`config.mk`:
```
export PLATFORM = sky130hd
export DESIGN_NAME = rx_frame_ctrl
export DESIGN_NICKNAME = d
export VERILOG_FILES = /design/src/rtl/rx_frame_ctrl.sv
export SDC_FILE = /design/constraint.sdc
export NUM_CORES = 1
export LEC_CHECK = 0
export ABC_CLOCK_PERIOD_IN_PS = 2200
export CAP_MARGIN = 5
export CORE_MARGIN = 5
export CORE_UTILIZATION = 49
export DETAILED_ROUTE_END_ITERATION = 8
export PLACE_DENSITY = 0.88
export SLEW_MARGIN = 15
export SYNTH_ARGS = -nofsm -noshare
export SYNTH_HDL_FRONTEND = slang
export SYNTH_SLANG_ARGS = --single-unit
```
`constraint.sdc`:
```
create_clock -name clk -period 2.2 [get_ports clk]
set_input_delay 0.44 -clock clk [delete_from_list [all_inputs] [get_ports clk]]
set_output_delay 0.44 -clock clk [all_outputs]
set_load 0.1 [all_outputs]
```
`src/rtl/rx_frame_ctrl.sv`:
```
// rx_frame_ctrl: drains the UART receive FIFO and turns its byte stream into
// framed packets (SYNC, LEN, payload, XOR checksum). Payload bytes are passed
// straight through from the FIFO read port under valid/ready backpressure.
module rx_frame_ctrl #(
    parameter int                   DATA_SIZE      = 8,
    parameter int                   MAX_LEN        = 16,
    parameter logic [DATA_SIZE-1:0] SYNC_BYTE      = 8'hA5,
    parameter int                   TIMEOUT_CYCLES = 100000
) (
    input  logic                 clk,
    input  logic                 reset,
    input  logic                 fifo_empty,
    input  logic [DATA_SIZE-1:0] fifo_data,
    output logic                 fifo_rd,
    output logic [DATA_SIZE-1:0] out_data,
    output logic                 out_valid,
    output logic                 out_last,
    input  logic                 out_ready,
    output logic                 frame_ok,
    output logic                 frame_err,
    output logic [1:0]           err_code,
    output logic                 busy,
    output logic [15:0]          frame_count
);

    localparam int CNT_W = $clog2(MAX_LEN + 1);
    localparam int TMO_W = $clog2(TIMEOUT_CYCLES + 1);

    localparam logic [DATA_SIZE-1:0] MAX_LEN_V = DATA_SIZE'(MAX_LEN);
    localparam logic [DATA_SIZE-1:0] ONE_V     = DATA_SIZE'(1);
    localparam logic [TMO_W-1:0]     TMO_LAST  = TMO_W'(TIMEOUT_CYCLES - 1);

    localparam logic [1:0] ERR_LEN = 2'b01;
    localparam logic [1:0] ERR_CHK = 2'b10;
    localparam logic [1:0] ERR_TMO = 2'b11;

    typedef enum logic [1:0] {
        HUNT,
        LEN,
        PAYLOAD,
        CHK
    } state_t;

    state_t               state;
    logic [DATA_SIZE-1:0] len;
    logic [DATA_SIZE-1:0] chk;
    logic [CNT_W-1:0]     cnt;
    logic [TMO_W-1:0]     tmo_cnt;

    logic at_last;
    logic len_bad;
    logic timeout;

    // The current payload byte is the last one when cnt has reached len-1.
    assign at_last  = (DATA_SIZE'(cnt) == (len - ONE_V));
    assign len_bad  = (fifo_data == '0) || (fifo_data > MAX_LEN_V);
    // Fires on the edge that closes the TIMEOUT_CYCLES-th consecutive empty cycle.
    assign timeout  = (state != HUNT) && fifo_empty && (tmo_cnt == TMO_LAST);
    assign out_data = fifo_data;
    assign busy     = (state != HUNT);

    // Read strobe and payload handshake are combinational in the FIFO word; no pop while empty.
    always_comb begin
        fifo_rd   = 1'b0;
        out_valid = 1'b0;
        out_last  = 1'b0;
        case (state)
            HUNT, LEN, CHK: begin
                fifo_rd = ~fifo_empty;
            end
            PAYLOAD: begin
                out_valid = ~fifo_empty;
                out_last  = ~fifo_empty & at_last;
                fifo_rd   = ~fifo_empty & out_ready;
            end
            default: begin
                fifo_rd = 1'b0;
            end
        endcase
        if (reset) begin
            fifo_rd   = 1'b0;
            out_valid = 1'b0;
            out_last  = 1'b0;
        end
    end

    // Frame sequencer: state, length/checksum tracking, timeout and status pulses.
    always_ff @(posedge clk or posedge reset) begin
        if (reset) begin
            state       <= HUNT;
            len         <= '0;
            chk         <= '0;
            cnt         <= '0;
            tmo_cnt     <= '0;
            frame_ok    <= 1'b0;
            frame_err   <= 1'b0;
            err_code    <= 2'b00;
            frame_count <= 16'd0;
        end else begin
            frame_ok  <= 1'b0;
            frame_err <= 1'b0;

            // Only an unbroken run of empty cycles inside a frame counts.
            if (state == HUNT || !fifo_empty) begin
                tmo_cnt <= '0;
            end else begin
                tmo_cnt <= tmo_cnt + TMO_W'(1);
            end

            case (state)
                HUNT: begin
                    if (fifo_rd && fifo_data == SYNC_BYTE) begin
                        state <= LEN;
                    end
                end
                LEN: begin
                    if (fifo_rd) begin
                        if (len_bad) begin
                            frame_err <= 1'b1;
                            err_code  <= ERR_LEN;
                            state     <= HUNT;
                        end else begin
                            len   <= fifo_data;
                            chk   <= fifo_data;
                            cnt   <= '0;
                            state <= PAYLOAD;
                        end
                    end
                end
                PAYLOAD: begin
                    if (fifo_rd) begin
                        chk <= chk ^ fifo_data;
                        cnt <= cnt + CNT_W'(1);
                        if (at_last) begin
                            state <= CHK;
                        end
                    end
                end
                CHK: begin
                    if (fifo_rd) begin
                        if (fifo_data == chk) begin
                            frame_ok    <= 1'b1;
                            frame_count <= frame_count + 16'd1;
                        end else begin
                            frame_err <= 1'b1;
                            err_code  <= ERR_CHK;
                        end
                        state <= HUNT;
                    end
                end
                default: begin
                    state <= HUNT;
                end
            endcase

            // A timeout can only occur on an empty cycle, so it never races a pop.
            if (timeout) begin
                frame_err <= 1'b1;
                err_code  <= ERR_TMO;
                state     <= HUNT;
                tmo_cnt   <= '0;
            end
        end
    end

endmodule

```
# After elaboration in Yosys (flattened, before gate mapping)
# Index checks and enable logic that the tools add are counted.
[classes] addsub=4 magnitude_cmp=1 eq_ne=17 muxes=39 bitwise=5 reduce_logical=17
[op_table] op="two-way mux 17 bit" n=2
[op_table] op="two-way mux 2 bit" n=12
[op_table] op="two-way mux 8 bit" n=3
[op_table] op="!= test 3 bit (second input constant)" n=6
[op_table] op="adder 17 x 1 -> 17 bit (second input constant)" n=1
[op_table] op="equality test 17 bit (second input constant)" n=1
[op_table] op="adder 16 x 1 -> 16 bit (second input constant)" n=1
[op_table] op="case mux 8 bit (2 select lines)" n=1
[op_table] op="two-way mux 5 bit" n=3
[op_table] op="two-way mux 1 bit" n=13
[op_table] op="case mux 5 bit (2 select lines)" n=1
[op_table] op="AND reduction 5 bit" n=2
[op_table] op="equality test 5 x 8 -> 1 bit" n=1
[op_table] op="equality test 8 bit" n=1
[op_table] op="equality test 8 bit (second input constant)" n=1
[op_table] op="> comparator 8 x 5 -> 1 bit (second input constant)" n=1
[op_table] op="zero test 8 bit" n=1
[op_table] op="case mux 2 bit (4 select lines)" n=1
[op_table] op="subtractor 8 x 1 -> 8 bit (second input constant)" n=1
[op_table] op="XOR 8 bit" n=1
[op_table] op="!= test 2 bit (second input constant)" n=3
[op_table] op="AND reduction 3 bit" n=2
[op_table] op="adder 5 x 1 -> 5 bit (second input constant)" n=1
[op_table] op="equality test 2 bit (second input constant)" n=2
[op_table] op="14 further kinds" n=21
[totals] ff_bits=60 inputBits=12 out_inout_bits=32

# Depth between registers and ports, before layout
# Gate-level depths: netlist (run 1).
[logic_depth] depth_word=8 mapped_depth=8 depth_no_buf=8

# Worst setup path after synthesis (run 1)
# Ideal clock, no wire load.
[synth_timing] path_type="flip-flop to output port" start="register state[0]" end="output port out_last" arrival_time_ns=3.721 required_time_ns=1.760 slack_ns=-1.961 path_stages_with_launch=5 n_path_buf=1 cell_sequence="dfrtp_1 > clkbuf_1 > nand2b_1 > nor3_1 > o211a_1"
[synth_via] elab_chain_len=3
[synth_lines] element="start: declaration" line_no="44" text="state_t state;"
[synth_lines] element="start signal: assignment" line_no="90" text="state <= HUNT;"
[synth_lines] element="start signal: assignment" line_no="113" text="state <= LEN;"
[synth_lines] element="start signal: assignment" line_no="121" text="state <= HUNT;"
[synth_lines] element="equality test 2 bit" line_no="67" text="case (state)"
[synth_lines] element="two-way mux 1 bit" line_no="67"
[synth_lines] element="two-way mux 1 bit" line_no="80" text="if (reset) begin"
[synth_lines] element="end: declaration" line_no="17" text="output logic out_last,"
# Every way passes these cells.

# Worst setup path after layout (run 1)
[layout_timing] start="register len[0]" end="output port out_last"
[layout_via] elab_chain_len=5
[layout_lines] element="start: declaration" line_no="45" text="logic [DATA_SIZE-1:0] len;"
[layout_lines] element="start signal: assignment" line_no="123" text="len <= fifo_data;"
[layout_lines] element="subtractor 8 x 1 -> 8 bit" line_no="55" text="assign at_last = (DATA_SIZE'(cnt) == (len - ONE_V));"
[layout_lines] element="equality test 5 x 8 -> 1 bit" line_no="55"
[layout_lines] element="AND 1 bit" line_no="73" text="out_last = ~fifo_empty & at_last;"
[layout_lines] element="two-way mux 1 bit" line_no="67"
[layout_lines] element="two-way mux 1 bit" line_no="80"
# Every way passes these cells.

==> summary.txt, run 1 <==
Run status
  • Outcome: complete, but fails checks
  • Failing checks: setup timing

Setup path
  • Crit-path max cell delay: ~390 ps
  • Setup crit end kind: output port
  • CP Cell Sequence: inv_2 > ha_4 > xnor2_2 > xnor2_1 > nand3_1 > nor3_2 > buf_4 > o211a_4 > buf_12
  • Crit start category: register
  • Crit Path Class: register to output port
  • Critical-path top delay cell: dfrtp_1
  • Critical path buffers and inverters: 3
  • CP top delay family: flip-flops
  • Critical Path AT: between 2000 and 2500 ps
  • Worst Path Max Fanout: 2
  • Req. time, crit path: 1760 ps

Detailed routing
  • DRC: 0
  • Vias: about 2600
  • Via/cell ratio: ~5.5
  • Wire per inst: between 15 and 20 um
  • 1st-iter DRT viols: between 200 and 250
  • DRT antenna net count: 0
  • Pre-antenna DRT Iters: 4
  • Drt total wl: 7826 um

Placed design
  • Final HPWL DP: about 5300 um
  • Final Wtd Congestion: between 0.8 and 0.9
  • Post-DP Area: ~3900 sq um
  • Port buffer count: between 40 and 50

Logic synthesis
  • Post-synth EDFFs: 0
  • Yosys warning total: 0
  • Area of the mapped netlist: roughly 3100 sq um
  • Syn_nets: around 340
  • Yosys top cell area share: 0.4890
  • Post-synth ARST share: 1.000
  • Synth cell types: 35
  • Register area share after synthesis: 0.4890
  • Synth Instances: 320
  • Average size of a mapped cell: between 9 and 10 sq um
  • #FFs+latches synth: 60
  • Leading area contributor after synthesis: dfrtp_1
  • Top cells by area, synth: dfrtp_1 49%, xor2_1 10%, xnor2_1 6.6%
  • Synth Flop Type: dfrtp_1

Cells and area
  • Nets: 417
  • Fin util: 0.7055
  • Area Growth Syn to Fin: 37.65%
  • Commonest non-fill, non-tap cell in the layout: dfrtp_1
  • FF/Latch Area: ~1500 sq um
  • Final instance area: approximately 4200 sq um
  • Multi-input logic area: 1550 sq um
  • Antenna diodes: 0
  • Leading cell types in the layout, fill and taps excluded: 59 x dfrtp_1, 58 x buf_4, 51 x nand2_1
  • Layout cells sized above 1: 0.2857
  • Fillcell total: 400

STA
  • Final setup vio count: 1
  • Slew Limit Fails: 0
  • Final hold vios: 0
  • Worst Tran Pin Value: between 700 and 800 ps
  • Final setup skew: about 11 ps
  • Fin crit period: roughly 2500 ps
  • Final worst setup slack: -304.0 ps
  • Slew headroom: 0.5125
  • Fmax: 399.4 MHz
  • RSZ-0062 raised after global routing: yes
  • Tcrit/Tclk final: 1.138

Clock tree
  • H-tree levels: 3
  • Num CTS Buffers: 9
  • CTS tree: done
  • Clock sink count: 60
  • Worst-skew pair later-pin latency: ~350 ps
  • Bufs on Longest Clock Path: 2
  • CTS root buf: clkbuf_8
  • Clock Pin Slew Worst Setup and Hold Paths: around 70 ps

Global routing
  • GRT Resource Usage Total: 0.2143
  • Initial antenna violation count: 0
  • Vias in the first global route: ~2700
  • Largest net degree at the start of global routing: 55
  • First-pass GRT wire length: 13020 um
  • Grt ovf: 0

Min path
  • Min-delay worst type: input pin to asynchronous set/reset pin

Die
  • Die area: 7950 sq um
  • Die Ht: about 89 um
  • I/O pins: 44
  • Starting Density: 0.5125
  • Num rows: 28
  • Core ar.: approximately 6000 sq um
  • Die Span X: approximately 89 um

Pwr
  • Pleak: between 0.0015 and 0.002 uW
  • Power Dens Cells: approximately 560 nW/um^2
  • Maximum VDD drop: 0.4254 mV

Flow run
  • Max Cap Viol: 0
[what timing repair did]
item	in CTS	in global routing
pin swaps	9	2
endpoints found under the setup margin	7	22
setup buffers	4	1
hold buffers	0	0
gates resized for setup	13	12
[Yosys cell counts (3+ instances only)]
cell type  instances
o21ai_0            4
buf_4              8
nor2_1            40
nand4_1           11
a21oi_1            8
xor2_1            35
nand2_1           51
inv_1             13
nor4_1             5
and3_1             3
xnor2_1           23
nand3_1           15
nor3_1             8
and2_1             5
ha_1               4
dfrtp_1           60
clkbuf_1           5
[kinds of logic (layout without fill, tap and decap cells)]
logic type	count (synthesis)	after routing	share of synthesized area
AOI/OAI and AO/OA	17	17	0.03219
xor gates and xnor gates	58	58	0.1654
adders and majority gates	4	4	0.01630
buffers and inverters	26	112	0.04157
DFF	60	60	0.4890
muxes	1	1	0.003667
and+or+nand+nor	154	154	0.2518
[cell type report]
type / instances / area share
multi-input cells: 234 / 0.3668
flip-flops and latches: 60 / 0.3555
repair buffers: 83 / 0.1963
clock buffers: 10 / 0.03256
well taps: 75 / 0.02220
clock inverters: 6 / 0.01510
inverters: 13 / 0.01155
[tightest hold or removal path: stages]
cell             delay (ps)
clkdlybuf4s50_1         420
buf_4                   160
inv_2                   160
[power breakdown]
part           internal, uW  switching [uW]
clock                   551             464
sequential             1110            7.79
combinational          93.1             151
[flip-flops by register name (all words and copies together), names as in the netlist]
name,flops
frame_err,1
err_code,2
frame_count,16
chk,8
cnt,5
tmo_cnt,17
len,8
state,2
frame_ok,1
[routing by layer]
metal  routed length (um)  global-route usage
met4                  170             0.08660
met1                 3194              0.2700
met5                    0                   0
met3                  449             0.03687
met2                 4012              0.3657
[per-stage QoR]
| stage | setup WS (ps) | cells | hold slack, ps | total power [uW] | TNS (ps) |
|---|---|---|---|---|---|
| 6_report | -304.0 | 481 | 470.4 | 2377 | -304.0 |
| 5_1_grt | -379.7 | 481 | 499.8 | 2448 | -379.7 |
| 4_1_cts | -265.2 | 480 | 475.5 | 2385 | -265.2 |
| 3_5_place_dp | -414.3 | 460 | 468.2 | 1380 | -9149 |
| 3_3_place_gp | -330.4 | 460 | 474.2 | 1375 | -6943 |
| 2_1_floorplan | -200.4 | 320 | 488.4 | 1269 | -200.4 |
[final timing paths]
kind	from	endpoint	slack [ps]	depth (start not counted)
worst max-delay path	len[0]	out_last	-300	9
worst min-delay path	reset	len[7]	470	3
worst max register to register	tmo_cnt[0]	tmo_cnt[16]	60	6
worst min register to register	frame_count[3]	frame_count[3]	500	1
max in group asynchronous	reset	tmo_cnt[7]	1200	4
min in group clk	frame_count[3]	frame_count[3]	500	1
No activity file was read; power rests on OpenSTA's default activity.
==> run 2, diff against run 1 <==
Settings changed: CTS_CLUSTER_DIAMETER set to 30.
==> results of run 2 <==
Same layout as run 1: the final DEF is identical, and so are final timing and power.
